--- config.mk ---
export PLATFORM = sky130hd
export DESIGN_NAME = id_ex_stage_flat
export DESIGN_NICKNAME = d
export VERILOG_FILES = /design/src/rtl/id_ex_pkg.sv /design/src/rtl/id_ex_stage_if.sv /design/src/rtl/id_ex_decode.sv /design/src/rtl/id_ex_stage.sv /design/src/flat_wrapper.sv
export SDC_FILE = /design/constraint.sdc
export NUM_CORES = 1
export LEC_CHECK = 0
export ABC_AREA = 1
export CAP_MARGIN = 20
export CORE_MARGIN = 10
export CORE_UTILIZATION = 34
export DETAILED_ROUTE_END_ITERATION = 12
export PLACE_DENSITY_LB_ADDON = 0.2
export SYNTH_ARGS = -nofsm -noshare
export SYNTH_HDL_FRONTEND = slang
export SYNTH_SLANG_ARGS = --single-unit
export TNS_END_PERCENT = 1
--- constraint.sdc ---
create_clock -name clk -period 1.6 [get_ports clk]
set_input_delay 0.4 -clock clk [delete_from_list [all_inputs] [get_ports clk]]
set_output_delay 0.4 -clock clk [all_outputs]
set_load 0.01 [all_outputs]
--- src/rtl/id_ex_pkg.sv ---
// Shared encodings for the ID->EX pipeline register: op classes, ALU selects,
// MEM ops, the decoded control struct and the holding-FSM states.
package id_ex_pkg;
    typedef enum logic [2:0] {
        EX_HIGH_SPECIAL = 3'd0, EX_HIGH_LOGIC = 3'd1, EX_HIGH_SHIFT  = 3'd2, EX_HIGH_ARITH  = 3'd3,
        EX_HIGH_MOVE    = 3'd4, EX_HIGH_LOAD  = 3'd5, EX_HIGH_STORE  = 3'd6, EX_HIGH_BRANCH = 3'd7
    } ex_high_e;

    typedef enum logic [2:0] {
        ALU_NOP = 3'd0, ALU_LOGIC = 3'd1, ALU_SHIFT = 3'd2, ALU_ARITH = 3'd3, ALU_MOVE = 3'd4, ALU_LINK = 3'd5
    } alu_sel_e;

    typedef enum logic [2:0] {
        MEM_OP_NOP = 3'd0, MEM_OP_WRITE_REG = 3'd1, MEM_OP_LOAD = 3'd2, MEM_OP_STORE = 3'd3
    } mem_op_e;

    typedef struct packed {
        alu_sel_e alusel;
        mem_op_e  memop;
        logic     we;
    } ctl_t;

    localparam ctl_t CTL_NOP = '{ALU_NOP, MEM_OP_NOP, 1'b0};

    typedef enum logic [1:0] {ST_EMPTY = 2'd0, ST_ONE = 2'd1, ST_FULL = 2'd2} state_e;
endpackage

--- src/rtl/id_ex_stage_if.sv ---
// ID-side and EX-side handshake/payload bundle for id_ex_stage.
interface id_ex_stage_if #(
    parameter int INST_W     = 32,
    parameter int WORD_W     = 32,
    parameter int REG_ADDR_W = 5,
    parameter int EXOP_HI_W  = 3,
    parameter int EXOP_LO_W  = 5
);
    logic                           id_valid;
    logic                           id_ready;
    logic [INST_W-1:0]              id_inst;
    logic [EXOP_HI_W+EXOP_LO_W-1:0] id_exop;
    logic [WORD_W-1:0]              id_srcLeft;
    logic [WORD_W-1:0]              id_srcRight;
    logic [REG_ADDR_W-1:0]          id_dest;
    logic                           ex_valid;
    logic                           ex_ready;
    logic [INST_W-1:0]              ex_inst;
    logic [2:0]                     ex_alusel;
    logic [EXOP_LO_W-1:0]           ex_aluop;
    logic [WORD_W-1:0]              ex_srcLeft;
    logic [WORD_W-1:0]              ex_srcRight;
    logic [2:0]                     ex_memop;
    logic [REG_ADDR_W-1:0]          ex_dest;
    logic                           ex_writeEnable;

    modport master (
        output id_valid, id_inst, id_exop, id_srcLeft, id_srcRight, id_dest, ex_ready,
        input  id_ready, ex_valid, ex_inst, ex_alusel, ex_aluop, ex_srcLeft, ex_srcRight,
               ex_memop, ex_dest, ex_writeEnable
    );
    modport slave (
        input  id_valid, id_inst, id_exop, id_srcLeft, id_srcRight, id_dest, ex_ready,
        output id_ready, ex_valid, ex_inst, ex_alusel, ex_aluop, ex_srcLeft, ex_srcRight,
               ex_memop, ex_dest, ex_writeEnable
    );
endinterface

--- src/rtl/id_ex_decode.sv ---
// Op-class decode into ALU select, MEM op and register write enable.
module id_ex_decode
    import id_ex_pkg::*;
#(
    parameter int EXOP_HI_W  = 3,
    parameter int REG_ADDR_W = 5
) (
    input  logic [EXOP_HI_W-1:0]  i_class,
    input  logic [REG_ADDR_W-1:0] i_dest,
    output ctl_t                  o_ctl
);
    always_comb begin
        o_ctl = CTL_NOP;
        case (i_class)
            EXOP_HI_W'(EX_HIGH_LOGIC):  o_ctl = '{ALU_LOGIC, MEM_OP_WRITE_REG, 1'b1};
            EXOP_HI_W'(EX_HIGH_SHIFT):  o_ctl = '{ALU_SHIFT, MEM_OP_WRITE_REG, 1'b1};
            EXOP_HI_W'(EX_HIGH_ARITH):  o_ctl = '{ALU_ARITH, MEM_OP_WRITE_REG, 1'b1};
            EXOP_HI_W'(EX_HIGH_MOVE):   o_ctl = '{ALU_MOVE,  MEM_OP_WRITE_REG, 1'b1};
            EXOP_HI_W'(EX_HIGH_LOAD):   o_ctl = '{ALU_ARITH, MEM_OP_LOAD,      1'b1};
            EXOP_HI_W'(EX_HIGH_STORE):  o_ctl = '{ALU_ARITH, MEM_OP_STORE,     1'b0};
            EXOP_HI_W'(EX_HIGH_BRANCH): o_ctl = '{ALU_LINK,  MEM_OP_WRITE_REG, 1'b1};
            default:                    o_ctl = CTL_NOP;
        endcase
        // r0 is hardwired, so nothing may write it
        if (i_dest == '0) o_ctl.we = 1'b0;
    end
endmodule

--- src/rtl/id_ex_stage.sv ---
// ID->EX pipeline register: valid/ready handshake, flush, optional 2-entry
// skid buffer and a saturating EX bubble counter.
module id_ex_stage
    import id_ex_pkg::*;
#(
    parameter int INST_W     = 32,
    parameter int WORD_W     = 32,
    parameter int REG_ADDR_W = 5,
    parameter int EXOP_HI_W  = 3,
    parameter int EXOP_LO_W  = 5,
    parameter bit SKID       = 1'b1,
    parameter int BUB_W      = 16
) (
    input  logic              clk,
    input  logic              rst,
    input  logic              flush,
    id_ex_stage_if.slave      bus,
    output logic [BUB_W-1:0]  bubble_cnt
);
    typedef struct packed {
        logic [INST_W-1:0]     inst;
        logic [EXOP_LO_W-1:0]  aluop;
        logic [WORD_W-1:0]     srcl;
        logic [WORD_W-1:0]     srcr;
        logic [REG_ADDR_W-1:0] dest;
        ctl_t                  ctl;
    } ent_t;

    state_e           r_state, w_nxt;
    ent_t             r_main, r_skid, w_new;
    ctl_t             w_ctl;
    logic             r_ready, w_ready, w_main_vld, w_acc, w_cons;
    logic             w_ld_main_new, w_ld_main_skid, w_ld_skid;
    logic [BUB_W-1:0] r_bub;

    id_ex_decode #(.EXOP_HI_W(EXOP_HI_W), .REG_ADDR_W(REG_ADDR_W)) u_dec (
        .i_class (bus.id_exop[EXOP_HI_W+EXOP_LO_W-1 -: EXOP_HI_W]),
        .i_dest  (bus.id_dest),
        .o_ctl   (w_ctl)
    );

    assign w_new = '{inst: bus.id_inst, aluop: bus.id_exop[EXOP_LO_W-1:0], srcl: bus.id_srcLeft,
                     srcr: bus.id_srcRight, dest: bus.id_dest, ctl: w_ctl};

    assign w_main_vld = (r_state != ST_EMPTY);
    // Skid mode breaks the ex_ready->id_ready path; single-slot mode passes it through
    assign w_ready    = SKID ? r_ready : (!w_main_vld || bus.ex_ready);
    assign w_acc      = bus.id_valid && w_ready;
    assign w_cons     = w_main_vld && bus.ex_ready;

    always_comb begin
        w_nxt          = r_state;
        w_ld_main_new  = 1'b0;
        w_ld_main_skid = 1'b0;
        w_ld_skid      = 1'b0;
        case (r_state)
            ST_EMPTY: if (w_acc) begin w_nxt = ST_ONE; w_ld_main_new = 1'b1; end
            ST_ONE: begin
                if (w_acc && w_cons) w_ld_main_new = 1'b1;
                else if (w_acc) begin w_nxt = ST_FULL; w_ld_skid = 1'b1; end
                else if (w_cons) w_nxt = ST_EMPTY;
            end
            ST_FULL: if (w_cons) begin w_nxt = ST_ONE; w_ld_main_skid = 1'b1; end
            default: w_nxt = ST_EMPTY;
        endcase
        if (flush) begin
            w_nxt          = ST_EMPTY;
            w_ld_main_new  = 1'b0;
            w_ld_main_skid = 1'b0;
            w_ld_skid      = 1'b0;
        end
    end

    always_ff @(posedge clk or negedge rst) begin
        if (!rst) begin
            r_state <= ST_EMPTY;
            r_ready <= 1'b0;
            r_main  <= '0;
            r_skid  <= '0;
            r_bub   <= '0;
        end else begin
            r_state <= w_nxt;
            r_ready <= (w_nxt != ST_FULL);
            if (w_ld_main_new)       r_main <= w_new;
            else if (w_ld_main_skid) r_main <= r_skid;
            if (w_ld_skid)           r_skid <= w_new;
            if (bus.ex_ready && !w_main_vld && (r_bub != '1)) r_bub <= r_bub + 1'b1;
        end
    end

    assign bus.id_ready       = w_ready;
    assign bus.ex_valid       = w_main_vld;
    assign bus.ex_inst        = r_main.inst;
    assign bus.ex_aluop       = r_main.aluop;
    assign bus.ex_srcLeft     = r_main.srcl;
    assign bus.ex_srcRight    = r_main.srcr;
    assign bus.ex_dest        = r_main.dest;
    assign bus.ex_alusel      = w_main_vld ? r_main.ctl.alusel : ALU_NOP;
    assign bus.ex_memop       = w_main_vld ? r_main.ctl.memop  : MEM_OP_NOP;
    assign bus.ex_writeEnable = w_main_vld && r_main.ctl.we;
    assign bubble_cnt         = r_bub;
endmodule

--- src/flat_wrapper.sv ---
// flat-port wrapper written by rule: the top's interface ports become plain ports
module id_ex_stage_flat import id_ex_pkg::*;
#(
    parameter int INST_W     = 32,
    parameter int WORD_W     = 32,
    parameter int REG_ADDR_W = 5,
    parameter int EXOP_HI_W  = 3,
    parameter int EXOP_LO_W  = 5,
    parameter bit SKID       = 1'b1,
    parameter int BUB_W      = 16
)
  (clk, rst, flush, bubble_cnt, bus_id_valid, bus_id_inst, bus_id_exop, bus_id_srcLeft, bus_id_srcRight, bus_id_dest, bus_ex_ready, bus_id_ready, bus_ex_valid, bus_ex_inst, bus_ex_alusel, bus_ex_aluop, bus_ex_srcLeft, bus_ex_srcRight, bus_ex_memop, bus_ex_dest, bus_ex_writeEnable);
  id_ex_stage_if #(.INST_W(INST_W), .WORD_W(WORD_W), .REG_ADDR_W(REG_ADDR_W), .EXOP_HI_W(EXOP_HI_W), .EXOP_LO_W(EXOP_LO_W)) bus_i ();
  input  logic clk;
  input  logic rst;
  input  logic flush;
  output logic [BUB_W-1:0] bubble_cnt;
  input wire logic [$bits(bus_i.id_valid)-1:0] bus_id_valid;
  input wire logic [$bits(bus_i.id_inst)-1:0] bus_id_inst;
  input wire logic [$bits(bus_i.id_exop)-1:0] bus_id_exop;
  input wire logic [$bits(bus_i.id_srcLeft)-1:0] bus_id_srcLeft;
  input wire logic [$bits(bus_i.id_srcRight)-1:0] bus_id_srcRight;
  input wire logic [$bits(bus_i.id_dest)-1:0] bus_id_dest;
  input wire logic [$bits(bus_i.ex_ready)-1:0] bus_ex_ready;
  output wire logic [$bits(bus_i.id_ready)-1:0] bus_id_ready;
  output wire logic [$bits(bus_i.ex_valid)-1:0] bus_ex_valid;
  output wire logic [$bits(bus_i.ex_inst)-1:0] bus_ex_inst;
  output wire logic [$bits(bus_i.ex_alusel)-1:0] bus_ex_alusel;
  output wire logic [$bits(bus_i.ex_aluop)-1:0] bus_ex_aluop;
  output wire logic [$bits(bus_i.ex_srcLeft)-1:0] bus_ex_srcLeft;
  output wire logic [$bits(bus_i.ex_srcRight)-1:0] bus_ex_srcRight;
  output wire logic [$bits(bus_i.ex_memop)-1:0] bus_ex_memop;
  output wire logic [$bits(bus_i.ex_dest)-1:0] bus_ex_dest;
  output wire logic [$bits(bus_i.ex_writeEnable)-1:0] bus_ex_writeEnable;
  assign bus_i.id_valid = bus_id_valid;
  assign bus_i.id_inst = bus_id_inst;
  assign bus_i.id_exop = bus_id_exop;
  assign bus_i.id_srcLeft = bus_id_srcLeft;
  assign bus_i.id_srcRight = bus_id_srcRight;
  assign bus_i.id_dest = bus_id_dest;
  assign bus_i.ex_ready = bus_ex_ready;
  assign bus_id_ready = bus_i.id_ready;
  assign bus_ex_valid = bus_i.ex_valid;
  assign bus_ex_inst = bus_i.ex_inst;
  assign bus_ex_alusel = bus_i.ex_alusel;
  assign bus_ex_aluop = bus_i.ex_aluop;
  assign bus_ex_srcLeft = bus_i.ex_srcLeft;
  assign bus_ex_srcRight = bus_i.ex_srcRight;
  assign bus_ex_memop = bus_i.ex_memop;
  assign bus_ex_dest = bus_i.ex_dest;
  assign bus_ex_writeEnable = bus_i.ex_writeEnable;
  id_ex_stage #(.INST_W(INST_W), .WORD_W(WORD_W), .REG_ADDR_W(REG_ADDR_W), .EXOP_HI_W(EXOP_HI_W), .EXOP_LO_W(EXOP_LO_W), .SKID(SKID), .BUB_W(BUB_W)) u_core (.clk(clk), .rst(rst), .flush(flush), .bus(bus_i), .bubble_cnt(bubble_cnt));
endmodule
==> flow_summary.toml <==
[yosys]
yosysMostFrequentCell = "nand2_1"
ys_top_cells_by_area = "dfrtp_1, nand2_1, inv_1"
synth_area_per_cell_um2 = 7.57
yosys_register_bits = 243
synth_edf_count = 0
syn-num-nets = 1722
synthArstFlopShare = 1.00
yosys_warnings = 0
synthCells = 1607
seq_area_frac_synth = 0.500
syn-cell-area_um2 = 12200
yosysTopAreaCellShare = 0.500
ys_top_cells_by_count = "nand2_1, inv_1, dfrtp_1"
synth_flop_cell = "dfrtp_1"
synth_top_cell_by_area = "dfrtp_1"
synth.distinct_cells = 24

[worst_setup_path]
r2r_start = "u_core.r_state[0]"
max_stage_delay_ps = 410
r2r_setup_slack_ps = -70
startpoint_type = "flip-flop"
cp_max_fo = 7
crit_chain = "nor2_4, buf_12, nor2_4, buf_6"
crit_path_end_kind = "primary output"
slowest_stage = "dfrtp_1"
crit_arrival_ps = 1400
worstSetupStartpoint = "u_core.r_state[0]"
required_ps = 1200
critPathMostFrequentCell = "nor2_4"
critPathKind = "flip-flop to primary output"

[placement]
routabilityCongestion = 0.778
io_buffers = 243
dpl.hpwl_um = 23000
place_ws_ps = -545
place_inst = 2187
placed_area_um2 = 14600

[sta]
fin_tns_setup_ps = -4100
whs_ps = 369
clock.fmax_ghz = 0.556
finClkSkew_ps = 10.1
hold_viol_final = 0
fin_crit_ps = 1800
postLayoutSetupSlackWorst_ps = -200
drv_slew = 0
finalCritPeriodShare = 1.13
finalSetupViolCount = 104
rsz0062_at_grt = "yes"

[route]
wl_per_cell_um = 14.7
dr.pass1.iters = 5
vias_per_cell = 4.36
vias = 9792
drc_errors = 0
routed_wl_um = 33000
drtIter0Drc = 514
final_antenna_net_count = 0

[floorplanning]
die_area_um2 = 43700
dieWidth_um = 209
pin_count = 245
core_area_um2 = 35400
initial_core_util = 0.343
die_h_um = 209
rows = 69

[hold_path]
min_path_type = "input pin to async pin"

[cts]
cts_tree = "done"
clk_latency_ps = 530
clk_pin_slew_ps = 60
cts.path.max_buffers = 3
clock_sinks = 243
numCtsBuffers = 29
cts-htree-levels = 1
clockRootBuffer = "clkbuf_16"

[cells_and_area]
post-route-util = 0.432
synthToLayoutAreaGrowth_pct = 25.7
fin_cells = 2244
fillers = 3690
drive_above_1_share = 0.139
final_net_count = 1876
final_area_um2 = 15300

[power_and_ir_drop]
power_frac_comb = 0.219
clkPwrFrac = 0.341
ir_worst_vdd_mv = 0.697
total_power_mw = 19.3
p_seq_frac = 0.440
swShare = 0.300
p_int_mw = 13.5
switchingPower_mw = 5.79
powerDensity_nw_per_um2 = 1260
power.leakage_nw = 7.93

[global_route]
grt_first_pass_wirelength_um = 54500
grt_max_degree = 81
grt_antenna_before_repair = 2
grt_pass1_vias = 9890
grt-ovfl-total = 0
track_usage = 0.150

[run_status]
failed_checks = "setup timing"
status = "complete, but fails checks"

[run]
cap_violations = 0
## path summary, 6_finish.rpt
path	endpoint	depth (start not counted)
worst max-delay path	bus_ex_memop[0]	4
worst min-delay path	u_core.r_skid[87]	2
worst max register to register	u_core.r_skid[42]	9
worst min register to register	u_core.bus.ex_inst[31]	2
max in group asynchronous	u_core.bus.ex_srcRight[31]	3
min in group clk	u_core.r_skid[67]	3
## routing by layer
layer  GRT usage  up-vias  part of all wire
met4      0.0327        2             0.017
met5           0        -           0.00039
li1            -     5048                 -
met1       0.194     4497              0.45
met2       0.247      204              0.47
met3      0.0379       41             0.062
## layout make-up
cell class              count  area [um2]  area share
diodes                      1        2.50    0.000164
clock buffers              44         862      0.0564
clock inverters             8        98.8     0.00647
inverters                 248         938      0.0614
multi-input cells         935        4010       0.262
flip-flops and latches    243        6090       0.398
well taps                 461         577      0.0377
repair buffers            304        2710       0.177
## critical path: cells and delay by family (launching register included)
kind	cells	cell delay, ps
flops	1	410
buf+inv	2	260
simple gates	2	180
## registers in the layout, indices dropped and copies added, names as in the netlist
register and count:
u_core.bus.ex_aluop 5, u_core.bus.ex_dest 5, u_core.bus.ex_srcLeft 32, u_core.bus.ex_srcRight 32, u_core.bubble_cnt 16, u_core.bus.id_ready 1, u_core.r_skid 112, u_core.r_state 2
u_core.r_main 6, u_core.bus.ex_inst 32
## power by group through the flow
stage                     clock, mW  combinational [mW]  sequential, mW
final                          6.58                4.23            8.48
after global routing           7.08                4.90            8.68
after CTS                      6.79                4.47            8.49
after detailed placement          0                4.71            8.59
after global placement            0                4.63            8.55
after floorplan                   0                3.00            8.39
## repair_timing
item                                   in CTS  in global routing
buffers inserted                            3                  0
gates cloned                                0                  0
endpoints found under the hold margin      32                  0
pin swaps                                   3                  4
gates resized for setup                   396                 93
setup endpoints to repair                 368                317
hold buffers                                1                  0
## kinds of logic (layout without fill, tap and decap cells)
logic type	Yosys count	count (layout)	share of synthesized area
compound gates	238	238	0.0980
other cells	1	2	0.000308
flops	243	243	0.500
xor+xnor	7	7	0.00504
buf+inv	429	604	0.177
simple gates	688	688	0.218
fa+ha+maj	1	1	0.00103
## cell usage in the layout (no fill, tap or decap), types with 5 or more instances in the layout
| cell | Yosys | final |
|---|---|---|
| xor2_1 | 7 | 7 |
| clkbuf_16 | 0 | 29 |
| nand4_1 | 5 | 5 |
| clkbuf_1 | 22 | 7 |
| clkdlybuf4s15_1 | 0 | 19 |
| nand2_1 | 628 | 624 |
| clkdlybuf4s15_2 | 0 | 7 |
| o21ai_1 | 78 | 85 |
| buf_2 | 34 | 49 |
| inv_1 | 244 | 243 |
| buf_4 | 111 | 31 |
| nor2_1 | 27 | 20 |
| nand3_1 | 18 | 17 |
| buf_6 | 11 | 18 |
| nor2_4 | 1 | 6 |
| buf_12 | 0 | 17 |
| o21ai_0 | 156 | 149 |
| clkdlybuf4s50_1 | 0 | 112 |
| dfrtp_1 | 243 | 239 |
| clkbuf_2 | 3 | 46 |
| clkbuf_8 | 0 | 8 |
Note: power is estimated with default switching activity, not from simulation.
